==> config.mk <==
export PLATFORM = sky130hd
export DESIGN_NAME = slice_window_dma
export DESIGN_NICKNAME = d
export VERILOG_FILES = /design/src/rtl/slice_window_dma.sv
export SDC_FILE = /design/constraint.sdc
export NUM_CORES = 1
export LEC_CHECK = 0
export CORE_MARGIN = 2
export CORE_UTILIZATION = 60
export CTS_BUF_LIST = sky130_fd_sc_hd__clkbuf_4
export DETAILED_ROUTE_END_ITERATION = 8
export HOLD_SLACK_MARGIN = 0.02
export MAX_ROUTING_LAYER = met4
export PLACE_DENSITY_LB_ADDON = 0.2
export SLEW_MARGIN = 0
export SYNTH_ARGS = -nofsm -noshare
export SYNTH_HDL_FRONTEND = slang
export SYNTH_SLANG_ARGS = --single-unit
==> constraint.sdc <==
create_clock -name clk -period 7.05 [get_ports clk]
set_input_delay 1.7625 -clock clk [delete_from_list [all_inputs] [get_ports clk]]
set_output_delay 1.7625 -clock clk [all_outputs]
set_load 0.02 [all_outputs]
==> src/rtl/slice_window_dma.sv <==
`default_nettype none
// ============================================================================
// slice_window_dma : responder for the slice controller's window/column fetch.
// Optional SLICE_DMA_STATS_EN adds the readCount port.       Revision: 1.0
// ============================================================================
module slice_window_dma #(
   parameter  int DATA_W = 16,
   parameter  int ADDR_W = 16,
   parameter  int MAX_K  = 5,
   localparam int IDX_W  = (MAX_K > 1) ? $clog2(MAX_K) : 1
) (
   input  logic              clk,
   input  logic              resetState,
   input  logic              loadWindow,
   input  logic              readNextCol,
   input  logic [ADDR_W-1:0] windowBase,
   input  logic [ADDR_W-1:0] rowStride,
   input  logic [2:0]        filterSize,
   output logic              ramReadEn,
   output logic [ADDR_W-1:0] ramAddr,
   input  logic [DATA_W-1:0] ramDataIn,
   output logic              winWrEn,
   output logic [IDX_W-1:0]  winRow,
   output logic [IDX_W-1:0]  winCol,
   output logic [DATA_W-1:0] winData,
   output logic              dmaAFinish,
   output logic              busy
`ifdef SLICE_DMA_STATS_EN
   ,
   output logic [15:0]       readCount
`endif
);

   typedef enum logic [2:0] {
      IDLE   = 3'd0,
      WIN_RD = 3'd1,
      COL_RD = 3'd2,
      DRAIN  = 3'd3,
      DONE   = 3'd4
   } state_t;

   state_t            state_q, state_d;
   logic [ADDR_W-1:0] base_q, base_d;
   logic [ADDR_W-1:0] stride_q, stride_d;
   logic [ADDR_W-1:0] rowBase_q, rowBase_d;
   logic [ADDR_W-1:0] colPtr_q, colPtr_d;
   logic [2:0]        k_q, k_d;
   logic [IDX_W-1:0]  rowPtr_q, rowPtr_d;
   logic [IDX_W-1:0]  colIdx_q, colIdx_d;
   logic              wrEn_q, wrEn_d;
   logic [IDX_W-1:0]  wrRow_q, wrRow_d;
   logic [IDX_W-1:0]  wrCol_q, wrCol_d;

   logic [2:0]        w_kClamp;
   logic [IDX_W-1:0]  w_kLast;
   logic [ADDR_W-1:0] w_colOff;

   assign w_kClamp = (filterSize > 3'(MAX_K)) ? 3'(MAX_K) : filterSize;
   assign w_kLast  = IDX_W'(k_q - 3'd1);
   // Row base is accumulated per row; only the column offset is added here.
   assign w_colOff = (state_q == COL_RD) ? colPtr_q : ADDR_W'(colIdx_q);

`ifdef SLICE_DMA_STATS_EN
   logic [15:0] readCount_q, readCount_d;
   assign readCount = readCount_q;
`endif

   always_comb begin
      state_d    = state_q;
      base_d     = base_q;
      stride_d   = stride_q;
      rowBase_d  = rowBase_q;
      colPtr_d   = colPtr_q;
      k_d        = k_q;
      rowPtr_d   = rowPtr_q;
      colIdx_d   = colIdx_q;
      wrEn_d     = 1'b0;
      wrRow_d    = '0;
      wrCol_d    = '0;
      ramReadEn  = 1'b0;
      ramAddr    = '0;
      busy       = 1'b0;
      dmaAFinish = 1'b0;
`ifdef SLICE_DMA_STATS_EN
      readCount_d = readCount_q;
`endif
      case (state_q)
         IDLE: begin
            if (loadWindow || readNextCol) begin
               stride_d = rowStride;
               k_d      = w_kClamp;
               rowPtr_d = '0;
               colIdx_d = '0;
               if (loadWindow) begin
                  base_d    = windowBase;
                  rowBase_d = windowBase;
                  state_d   = (w_kClamp == 3'd0) ? DONE : WIN_RD;
`ifdef SLICE_DMA_STATS_EN
                  readCount_d = '0;
`endif
               end else begin
                  rowBase_d = base_q;
                  state_d   = (w_kClamp == 3'd0) ? DONE : COL_RD;
               end
            end
         end
         WIN_RD: begin
            busy      = 1'b1;
            ramReadEn = 1'b1;
            ramAddr   = rowBase_q + w_colOff;
            wrEn_d    = 1'b1;
            wrRow_d   = rowPtr_q;
            wrCol_d   = colIdx_q;
            if (colIdx_q == w_kLast) begin
               colIdx_d  = '0;
               rowPtr_d  = rowPtr_q + IDX_W'(1);
               rowBase_d = rowBase_q + stride_q;
               if (rowPtr_q == w_kLast) begin
                  state_d  = DRAIN;
                  colPtr_d = ADDR_W'(k_q);
               end
            end else begin
               colIdx_d = colIdx_q + IDX_W'(1);
            end
         end
         COL_RD: begin
            busy      = 1'b1;
            ramReadEn = 1'b1;
            ramAddr   = rowBase_q + w_colOff;
            wrEn_d    = 1'b1;
            wrRow_d   = rowPtr_q;
            // Consumer has already shifted; the new column always lands rightmost.
            wrCol_d   = w_kLast;
            rowPtr_d  = rowPtr_q + IDX_W'(1);
            rowBase_d = rowBase_q + stride_q;
            if (rowPtr_q == w_kLast) begin
               state_d  = DRAIN;
               colPtr_d = colPtr_q + ADDR_W'(1);
            end
         end
         DRAIN: begin
            busy    = 1'b1;
            state_d = DONE;
         end
         DONE: begin
            dmaAFinish = 1'b1;
            state_d    = IDLE;
         end
         default: state_d = IDLE;
      endcase
`ifdef SLICE_DMA_STATS_EN
      if (ramReadEn && (readCount_q != 16'hFFFF)) begin
         readCount_d = readCount_q + 16'd1;
      end
`endif
   end

   always_ff @(posedge clk or posedge resetState) begin
      if (resetState) begin
         state_q   <= IDLE;
         base_q    <= '0;
         stride_q  <= '0;
         rowBase_q <= '0;
         colPtr_q  <= '0;
         k_q       <= '0;
         rowPtr_q  <= '0;
         colIdx_q  <= '0;
         wrEn_q    <= 1'b0;
         wrRow_q   <= '0;
         wrCol_q   <= '0;
`ifdef SLICE_DMA_STATS_EN
         readCount_q <= '0;
`endif
      end else begin
         state_q   <= state_d;
         base_q    <= base_d;
         stride_q  <= stride_d;
         rowBase_q <= rowBase_d;
         colPtr_q  <= colPtr_d;
         k_q       <= k_d;
         rowPtr_q  <= rowPtr_d;
         colIdx_q  <= colIdx_d;
         wrEn_q    <= wrEn_d;
         wrRow_q   <= wrRow_d;
         wrCol_q   <= wrCol_d;
`ifdef SLICE_DMA_STATS_EN
         readCount_q <= readCount_d;
`endif
      end
   end

   assign winWrEn = wrEn_q;
   assign winRow  = wrRow_q;
   assign winCol  = wrCol_q;
   assign winData = wrEn_q ? ramDataIn : '0;

endmodule
`default_nettype wire

==> metrics.txt, run 1 <==
status complete, no violations; RSZ-0062 raised after global routing false; routed vias/inst about 6; layout cells sized above 1 0.06531; Tot Pwr 3.427 mW; die span in y 101.0 um; CTS H-tree lvls 3; Initial DRT Pass Iterations 6; routed wire length roughly 14,000 um; Rel. slew slack 0.3024; Tcrit/Tclk final 0.9044; core box area between 9000 and 10,000 um2; die footprint between 10,000 and 15,000 um2; final core occ 0.7422; CTS Root Cell clkbuf_4; initial antenna violation count 0; initial detailed-routing violation count approximately 270; Num CTS Buffers 9; DP Wirelength around 11,000 um; Seq/Total Area, Yosys 0.3682; final slew viol count 0; via count between 5,000 and 6,000; Nets ~820; Async S/R FF share, synth 1.000; clk slew on worst S/H paths approximately 0.14 ns; Cells after Synth around 650; post-cts gate resize count 0; number of cells on the critical path 14; vias in the first global route approximately 5,000; width of the die a little over 100 um; final instance area 6825 um2; R2R setup slack about 3.7 ns; first-pass GRT wire length between 20,000 and 25,000 um; Worst-Margin Slew 1.046 ns; CTS Hold Bufs 0; Final min period approximately 6.4 ns; synthesized flop and latch total 83; endpoint type of the worst setup path output pin; CTS tree built; n_diodes 0; critical path's slowest cell clkdlybuf4s50_1; GRT Overall Usage 0.3059; synthesized net count between 700 and 800; max_cap viols 0; Worst Hold Class flip-flop to flip-flop; I/O pin cnt 97; Final Setup Violations 0; final setup TNS 0 ns; crit path from state_q[2]; GPL Wtd Cong 0.9104; critical path, cell by cell nor2_1 > and2_1 > nand2_1 > nand2_1 > ha_1 > inv_1 > fa_1 > nor2b_1 > o31a_1 > o2111ai_1 > a211oi_1 > nor3_1 > nor3_1 > clkdlybuf4s50_1; CTS sink count 83; Netlist Area Pre-Place 5642 um2; Post CTS Setup Buffer Count 0; CP Buf/Inv Count 2; clk_skew roughly 0.015 ns; Critical Setup Path Class flip-flop to output pin; final worst setup slack just under 0.7 ns; Final Hold Slack approximately 0.5 ns; Initial Utilization 0.6135; std cell rows 35; Worst Path Arrival about 4.6 ns; worst r2r src state_q[1]; worst slack, placed 1.192 ns; delay-heaviest family, CP simple AND/OR/NAND/NOR gates; placed instance area 6648 um2; Setup crit end ramAddr[14]; drt drc 0; Inst Count DP ~830; Reg2Reg Capture Point colPtr_q[12]; R2R depth 7; WL per Instance approximately 17 um; P&R area growth vs syn 20.98%; Worst EP required roughly 5.3 ns; Max FO, Critical Path 13; Peak supply drop approximately 0.00026 V; Antenna Violating Nets Remaining 0; synth unique cells 54; EDFF count, synth 0; Leak 3.103 nW; Max Clk Rate ~160 MHz; GRT overflow 0; hold violation count in the final report 0; Clock Latency Late Sink about 0.44 ns; Ys Warns 0; Avg Synthesized Cell Area ~8.7 um2; CTS max path bufs 2; largest net degree at the start of global routing 84; Finished Layout Cells ~850; Setup crit start kind flip-flop; PortBufs 96; PD cells between 500 and 600 nW/um2; Max stage delay on crit path approximately 0.63 ns; Post-synth top flop dfrtp_1
sequential cells by signal (all words and copies together) (netlist names):
name / cells
rowPtr_q: 3
base_q: 16
winWrEn: 1
rowBase_q: 16
k_q: 3
state_q: 3
colIdx_q: 3
stride_q: 16
winRow: 3
winCol: 3
colPtr_q: 16
worst reg2reg max path: stages, from the launching register on:
cell and delay, ns:
dfrtp_1 0.76, xnor2_1 0.16, or2_2 0.46, inv_1 0.53, and3_1 0.60, nand4_4 0.25, or3_1 0.36, a21oi_1 0.16
Yosys cell counts (all sizes together), types with 4 or more instances:
| cell | n | area, um2 |
|---|---|---|
| a211oi | 10 | 75.07 |
| a21o | 7 | 52.55 |
| a21oi | 44 | 220.2 |
| a31oi | 6 | 37.54 |
| and2 | 24 | 150.1 |
| and3 | 19 | 118.9 |
| and4 | 5 | 43.79 |
| buf | 7 | 41.29 |
| clkbuf | 26 | 97.59 |
| dfrtp | 83 | 2077 |
| ha | 34 | 425.4 |
| inv | 17 | 63.81 |
| mux2 | 18 | 202.7 |
| mux2i | 15 | 150.1 |
| nand2 | 98 | 367.9 |
| nand2b | 4 | 25.02 |
| nand3 | 12 | 60.06 |
| nand4 | 7 | 58.81 |
| nor2 | 54 | 202.7 |
| nor2b | 6 | 37.54 |
| nor3 | 15 | 75.07 |
| o21a | 9 | 67.56 |
| o21ai | 48 | 240.2 |
| o31ai | 4 | 43.79 |
| or3 | 9 | 56.30 |
| xnor2 | 20 | 175.2 |
| xor2 | 10 | 87.58 |
routing by layer:
metal  vias up  global-route usage  wire [um]
met4         0              0.1029        312
met5         -                   -          0
met2       171              0.4990       7032
met3        27             0.03467        683
li1       2457                   -          -
met1      2437              0.3994       6319
where the power goes:
part           internal (mW)  switching, mW
Sequential             0.682          0.208
Clock                  0.181          0.170
Combinational          0.926           1.26
Total                   1.79           1.64
placed cells by master (no fill, tap or decap), types with 4 or more instances in the layout:
cell             Yosys  final
o21ai_0             47     47
nand3_1             12     12
and4_1               5      5
a31oi_1              6      6
mux2i_1             15     15
nand2_1             98     98
nor3_1              15     15
a21oi_1             44     44
clkdlybuf4s50_1      0     96
and3_1              19     19
inv_1               17     16
clkbuf_4             0     10
xor2_1              10     10
dfrtp_1             83     83
ha_1                34     34
nand4_1              6      6
nor2_1              54     54
xnor2_1             20     20
a21o_1               7      7
buf_4                1      5
or3_1                9      9
mux2_2              18     18
nor2b_1              6      6
a211oi_1            10     10
nand2b_1             4      4
and2_1              24     24
o21a_1               9      9
area by class of cell:
class,instances,area [um2]
multi-input cells,519,3368
fillers,704,2371
flip-flops and latches,83,2077
repair buffers,101,998.5
well taps,111,138.9
clock inverters,5,102.6
clock buffers,10,75.07
inverters,17,65.06
how the worst min path moves through the flow:
stage	startpoint	slack [ns]	cells past startpoint	endpoint
finish	stride_q[2]	0.51	2	stride_q[2]
global route	stride_q[7]	0.53	2	stride_q[7]
CTS	stride_q[2]	0.51	2	stride_q[2]
detailed placement	stride_q[14]	0.47	2	stride_q[14]
global placement	stride_q[7]	0.47	2	stride_q[7]
floorplan	stride_q[0]	0.45	2	stride_q[0]
cells by family (layout without fill, tap and decap cells):
kind of cell	Yosys count	after routing	synth area share
xor gates and xnor gates	32	32	0.05500
adders and majority gates	36	36	0.08250
DFF	83	83	0.3682
and+or+nand+nor	264	264	0.2264
AOI/OAI and AO/OA	154	154	0.1694
buffers and inverters	50	133	0.03593
muxes	33	33	0.06254
No activity file was read; power rests on OpenSTA's default activity.
==> run 2: changes to the inputs <==
- SLEW_MARGIN: 0 -> 40
==> run 2 against run 1 <==
  * Cell area down 0.24%
  * Largest power group unchanged
  * Hold slack worse by 0.0030 ns
  * Clock power down 9.7%
  * Clock-buffer cell count unchanged
  * Setup slack worse by 0.0057 ns
  * Global-route usage down 0.16 points
  * Routed wire length about the same
  * Largest cell class unchanged
  * Die area unchanged
  * Register-to-register slack worse by 0.04 ns
  * Flip-flop and latch count unchanged
  * Maximum frequency about the same
==> metrics.txt, run 2 (synthesis gave the netlist of run 1 again) <==
std cell rows 35 (unchanged); Setup crit start kind flip-flop; commonest cells after routing, fill and taps aside 98 x nand2_1, 96 x clkdlybuf4s50_1, 83 x dfrtp_1; Initial DRT Pass Iterations 8 (+2); critical path, cell by cell nor2_1 > and2_1 > nand2_1 > nand2_1 > ha_1 > inv_1 > fa_1 > nor2b_1 > o31a_1 > o2111ai_1 > a211oi_1 > nor3_1 > nor3_1 > clkdlybuf4s50_1; die footprint 10,190 um2 (unchanged); width of the die 101.0 um (unchanged); Worst-Margin Slew 0.7168 ns (-0.3296 ns); commonest non-fill, non-tap cell in the layout nand2_1; endpoint type of the worst setup path output pin; Worst Path Arrival 4.62 ns (about the same); DP Wirelength 10,760 um (+0.37%); Critical Setup Path Class flip-flop to output pin; initial detailed-routing violation count 242 (-11%); GRT Overall Usage 0.3043 (-0.001621); I/O pin cnt 97 (unchanged); Rel. slew slack 0.5180 (+0.2156); via count 5,105 (+0.26%); routed wire length 14,340 um (about the same); vias in the first global route 4,974 (+0.46%); Leak 3.099 nW (-0.12%); layout cells sized above 1 0.06667 (+0.001361); Nets 822 (unchanged); CTS tree built; Max Clk Rate 156.7 MHz (about the same); Clock Latency Late Sink 0.44 ns (about the same); initial antenna violation count 0 (unchanged); P&R area growth vs syn 20.69%; Initial Utilization 0.6135 (unchanged); first-pass GRT wire length 23,770 um (-1.0%); Tcrit/Tclk final 0.9052 (about the same); final instance area 6809 um2 (-0.24%); drt drc 0 (unchanged); final slew viol count 0 (unchanged); clk_skew 0.01708 ns (+0.001998 ns); Peak supply drop 0.0002238 V (-14%); n_diodes 0 (unchanged); CTS Root Cell clkbuf_4; Final min period 6.381 ns (+0.005655 ns); wire length on met2 6885 um (-2.1%); max_cap viols 0 (unchanged); CTS sink count 83 (unchanged); critical path's slowest cell clkdlybuf4s50_1; Num CTS Buffers 9 (unchanged); routed vias/inst 6.034 (+0.26%); GRT overflow 0 (unchanged); final setup TNS 0 ns (unchanged); hold violation count in the final report 0 (unchanged); Max FO, Critical Path 13 (unchanged); WL per Instance 16.95 um (about the same); PD cells 496.4 nW/um2 (-1.1%); clk slew on worst S/H paths 0.14 ns (about the same); Antenna Violating Nets Remaining 0 (unchanged); PortBufs 96 (unchanged); Max stage delay on crit path 0.63 ns (about the same); GPL Wtd Cong 0.9104 (unchanged); placed instance area 6653 um2 (about the same); post-cts gate resize count 0 (unchanged); highest metal used met4; Final Setup Violations 0 (unchanged); RSZ-0062 raised after global routing false; die span in y 101.0 um (unchanged); core box area 9196 um2 (unchanged); CTS H-tree lvls 3 (unchanged); routed length on met1 6264 um (-0.87%); CTS max path bufs 2 (unchanged); CTS Hold Bufs 0 (unchanged); largest net degree at the start of global routing 84 (unchanged); Worst Hold Class flip-flop to flip-flop; Worst EP required 5.29 ns (about the same); status complete, no violations; Post CTS Setup Buffer Count 0 (unchanged); wire length on met3 789 um (+16%); Fillers 687 (-2.4%)
==> run 2: cell count changes in the layout (fill, tap and decap cells not counted), sizes merged <==
| cell | previous run | this run |
|---|---|---|
| clkinvlp | 1 | 0 |
| clkinv | 2 | 4 |
| buf | 5 | 4 |
| bufinv | 3 | 2 |
| clkbuf | 10 | 11 |
==> run 2: power by group <==
group	total, mW	switching, mW	leakage (nW)	internal, mW
combinational	2.18	1.25	1.97	0.927
clock	0.317	0.171	0.0862	0.146
sequential	0.887	0.205	1.04	0.682
total	3.38	1.63	3.10	1.75
==> run 2: critical path, delay by kind of cell, from the launching register on <==
| kind | cells | cell delay [ns] |
|---|---|---|
| adder cells (fa/ha/maj) | 2 | 0.59 |
| AO/OA/AOI/OAI | 3 | 0.81 |
| flip-flops | 1 | 0.53 |
| AND/OR/NAND/NOR | 7 | 1.56 |
| buffers and inverters | 2 | 0.69 |
==> run 2: layout make-up <==
type                    instances  area (um2)  area share
inverters                      17       65.06    0.009555
well taps                     111       138.9     0.02040
repair buffers                101        1005      0.1476
multi-input cells             519        3369      0.4949
clock buffers                  10       75.07     0.01103
clock inverters                 5       78.83     0.01158
flip-flops and latches         83        2077      0.3050
==> run 2: per-stage QoR <==
stage          worst slack (ns)  utilization  power (mW)  hold slack, ns  cells
2_1_floorplan             2.112            -       2.397          0.4523    652
4_1_cts                  0.7321       0.7401       3.365          0.5047    846
3_5_place_dp              1.213       0.7234       3.044          0.4708    831
5_1_grt                  0.3794       0.7404       3.666          0.5324    846
6_report                 0.6686       0.7404       3.380          0.5025    846
3_3_place_gp              1.485       0.7229       2.965          0.4730    831
==> run 2: path summary, 6_finish.rpt <==
check                             from      endpoint  slack, ns  cells past startpoint
max in group asynchronous   resetState  stride_q[10]       4.76                      3
min reg2reg                stride_q[0]   stride_q[0]       0.50                      2
min                        stride_q[0]   stride_q[0]       0.50                      2
max reg2reg                 state_q[1]  colPtr_q[12]       3.67                      7
max                         state_q[2]   ramAddr[14]       0.67                     14
min in group asynchronous   resetState   colPtr_q[7]       1.83                      3
==> run 2: routing by layer <==
layer  vias to the layer above  global-route usage
met5                         -                   -
met2                       194              0.4887
li1                       2469                   -
met1                      2409              0.3866
met4                         0              0.1195
met3                        33             0.04993
==> run 3: changes to the inputs <==
- CORE_UTILIZATION: 60 -> 50
- SKIP_CTS_REPAIR_TIMING: default -> 1
- clock period: 7.05 -> 5.3 ns (I/O delays scaled with it)
==> run 3 against run 2 <==
  * Cell area is 1.7% higher
  * Clock power is 25% higher
  * Total power increased by 34%
  * Sequential share of layout area is 0.48 points lower
  * Critical path type unchanged
  * Critical endpoint is now ramAddr[8]
==> metrics.txt, run 3 (synthesis gave the netlist of run 1 again) <==
crit path from state_q[0]; Rel. slew slack 0.5434 (+0.02542); final worst setup slack 0.2756 ns (-0.3931 ns); CTS max path bufs 2 (unchanged); Fillers 937 (+36%); hold violation count in the final report 0 (unchanged); Worst-Margin Slew 0.6848 ns (-0.03200 ns); Critical Setup Path Class flip-flop to output pin; GPL Wtd Cong 0.9401 (+3.3%); die footprint 12,150 um2 (+19%); worst r2r src k_q[0]; I/O pin cnt 97 (unchanged); Max FO, Critical Path 11 (-2); hold path startpoint stride_q[0]; first-pass GRT wire length 24,900 um (+4.8%); CTS tree built; worst slack, placed 0.3623 ns (-0.8507 ns); final slew viol count 0 (unchanged); Setup crit start kind flip-flop; CP Buf/Inv Count 2 (unchanged); P&R area growth vs syn 22.69%; Peak supply drop 0.0003524 V (+57%); Final min period around 5.0 ns; Tot Pwr 4.519 mW (+34%); drt drc 0 (unchanged); layout cells sized above 1 0.08086 (+0.01420); std cell rows 38 (+8.6%); critical path's slowest cell clkdlybuf4s50_1; DP Wirelength 11,350 um (+5.4%); die span in y 110.2 um (+9.2%); vias in the first global route 5,058 (+1.7%); PortBufs 96 (unchanged); Final Setup Violations 0 (unchanged); endpoint type of the worst setup path output pin; final core occ 0.6330 (-0.1075); largest net degree at the start of global routing 54 (-36%); Tcrit/Tclk final 0.9480; Worst EP required 3.97 ns (-1.32 ns); routed vias/inst 5.749 (-4.7%); Clock Latency Late Sink 0.51 ns (+0.07 ns); via count 5,071 (-0.67%); Max Clk Rate 199.0 MHz; WL per Instance 16.81 um (-0.82%); status complete, no violations; CTS H-tree lvls 3 (unchanged); GRT overflow 0 (unchanged); routed wire length 14,830 um (+3.4%); delay-heaviest family, CP simple AND/OR/NAND/NOR gates; Worst Hold Class flip-flop to flip-flop; initial detailed-routing violation count 271 (+12%); placed instance area 6743 um2 (+1.4%); GRT Overall Usage 0.2753 (-0.02899); commonest cells after routing, fill and taps aside 98 x nand2_1, 92 x clkdlybuf4s50_1, 82 x dfrtp_1; Initial DRT Pass Iterations 5 (-3); Initial Utilization 0.5159 (-0.09757); critical path, cell by cell nor2_1 > and2_1 > nand2_1 > nand2_1 > ha_1 > inv_1 > fa_1 > nor2b_1 > o31a_1 > o21ai_0 > xnor2_1 > nor2_1 > clkdlybuf4s50_1; max_cap viols 0 (unchanged); RSZ-0062 raised after global routing false; core box area 10,940 um2 (+19%); n_diodes 0 (unchanged); Nets 828 (+0.73%); final instance area 6922 um2 (+1.7%); Leak 3.178 nW (+2.6%); initial antenna violation count 0 (unchanged); PD cells 652.8 nW/um2 (+32%); commonest non-fill, non-tap cell in the layout nand2_1; clk_skew 0.01917 ns (+0.002093 ns); width of the die 110.2 um (+9.2%); Max stage delay on crit path 0.62 ns (about the same); Worst Path Arrival 3.70 ns (-0.92 ns); CTS sink count 83 (unchanged); Antenna Violating Nets Remaining 0 (unchanged); Num CTS Buffers 9 (unchanged); clk slew on worst S/H paths 0.13 ns (about the same); CTS Root Cell clkbuf_4
## run 3: changes by cell type in the layout (fill, tap and decap cells not counted), sizes merged
| cell | before | now |
|---|---|---|
| inv | 16 | 17 |
| dlymetal6s2s | 0 | 4 |
| clkinv | 4 | 1 |
| clkinvlp | 0 | 3 |
| buf | 4 | 11 |
| clkdlybuf4s50 | 96 | 92 |
| bufinv | 2 | 1 |
## run 3: routing by layer
layer  track usage  vias to the layer above  wire length, um
met1        0.3396                     2424             6439
met4       0.08125                        0              307
li1              -                     2474                -
met3       0.06349                       33              734
met2        0.4531                      140             7343
met5             -                        -                0
## run 3: report_power, final
| part | total (mW) | switching (mW) | internal, mW |
|---|---|---|---|
| clock | 0.395 | 0.240 | 0.155 |
| sequential | 1.17 | 0.258 | 0.908 |
| combinational | 2.96 | 1.70 | 1.26 |
| total | 4.52 | 2.19 | 2.32 |
## run 3: layout make-up
| type | instances | area (um2) | share of cell area |
|---|---|---|---|
| Multi-Input combinational cell | 519 | 3402 | 0.4915 |
| Clock inverter | 5 | 61.31 | 0.008858 |
| Sequential cell | 83 | 2078 | 0.3003 |
| Inverter | 17 | 68.82 | 0.009942 |
| Tap cell | 140 | 175.2 | 0.02531 |
| Clock buffer | 11 | 82.58 | 0.01193 |
| Timing Repair Buffer | 107 | 1054 | 0.1522 |
## run 3: final timing paths
path	end	slack (ns)	cells past startpoint
worst max-delay path	ramAddr[8]	0.28	13
worst min-delay path	stride_q[0]	0.50	2
worst max register to register	colPtr_q[14]	2.23	8
worst min register to register	stride_q[0]	0.50	2
max in group asynchronous	base_q[8]	3.33	3
min in group asynchronous	k_q[2]	1.19	2
## run 3: tightest hold or removal path, stage by stage (launching register included)
cell     delay, ns
dfrtp_1       0.37
nand2_1       0.05
nand2_1       0.06
## run 3: stage by stage
| stage | setup TNS (ns) | hold WS (ns) | instances |
|---|---|---|---|
| after detailed placement | 0 | 0.4777 | 866 |
| after global routing | 0 | 0.5407 | 882 |
| after floorplan | 0 | 0.4523 | 652 |
| after global placement | 0 | 0.4784 | 866 |
| after CTS | -0.6327 | 0.5105 | 882 |
| final | 0 | 0.5020 | 882 |
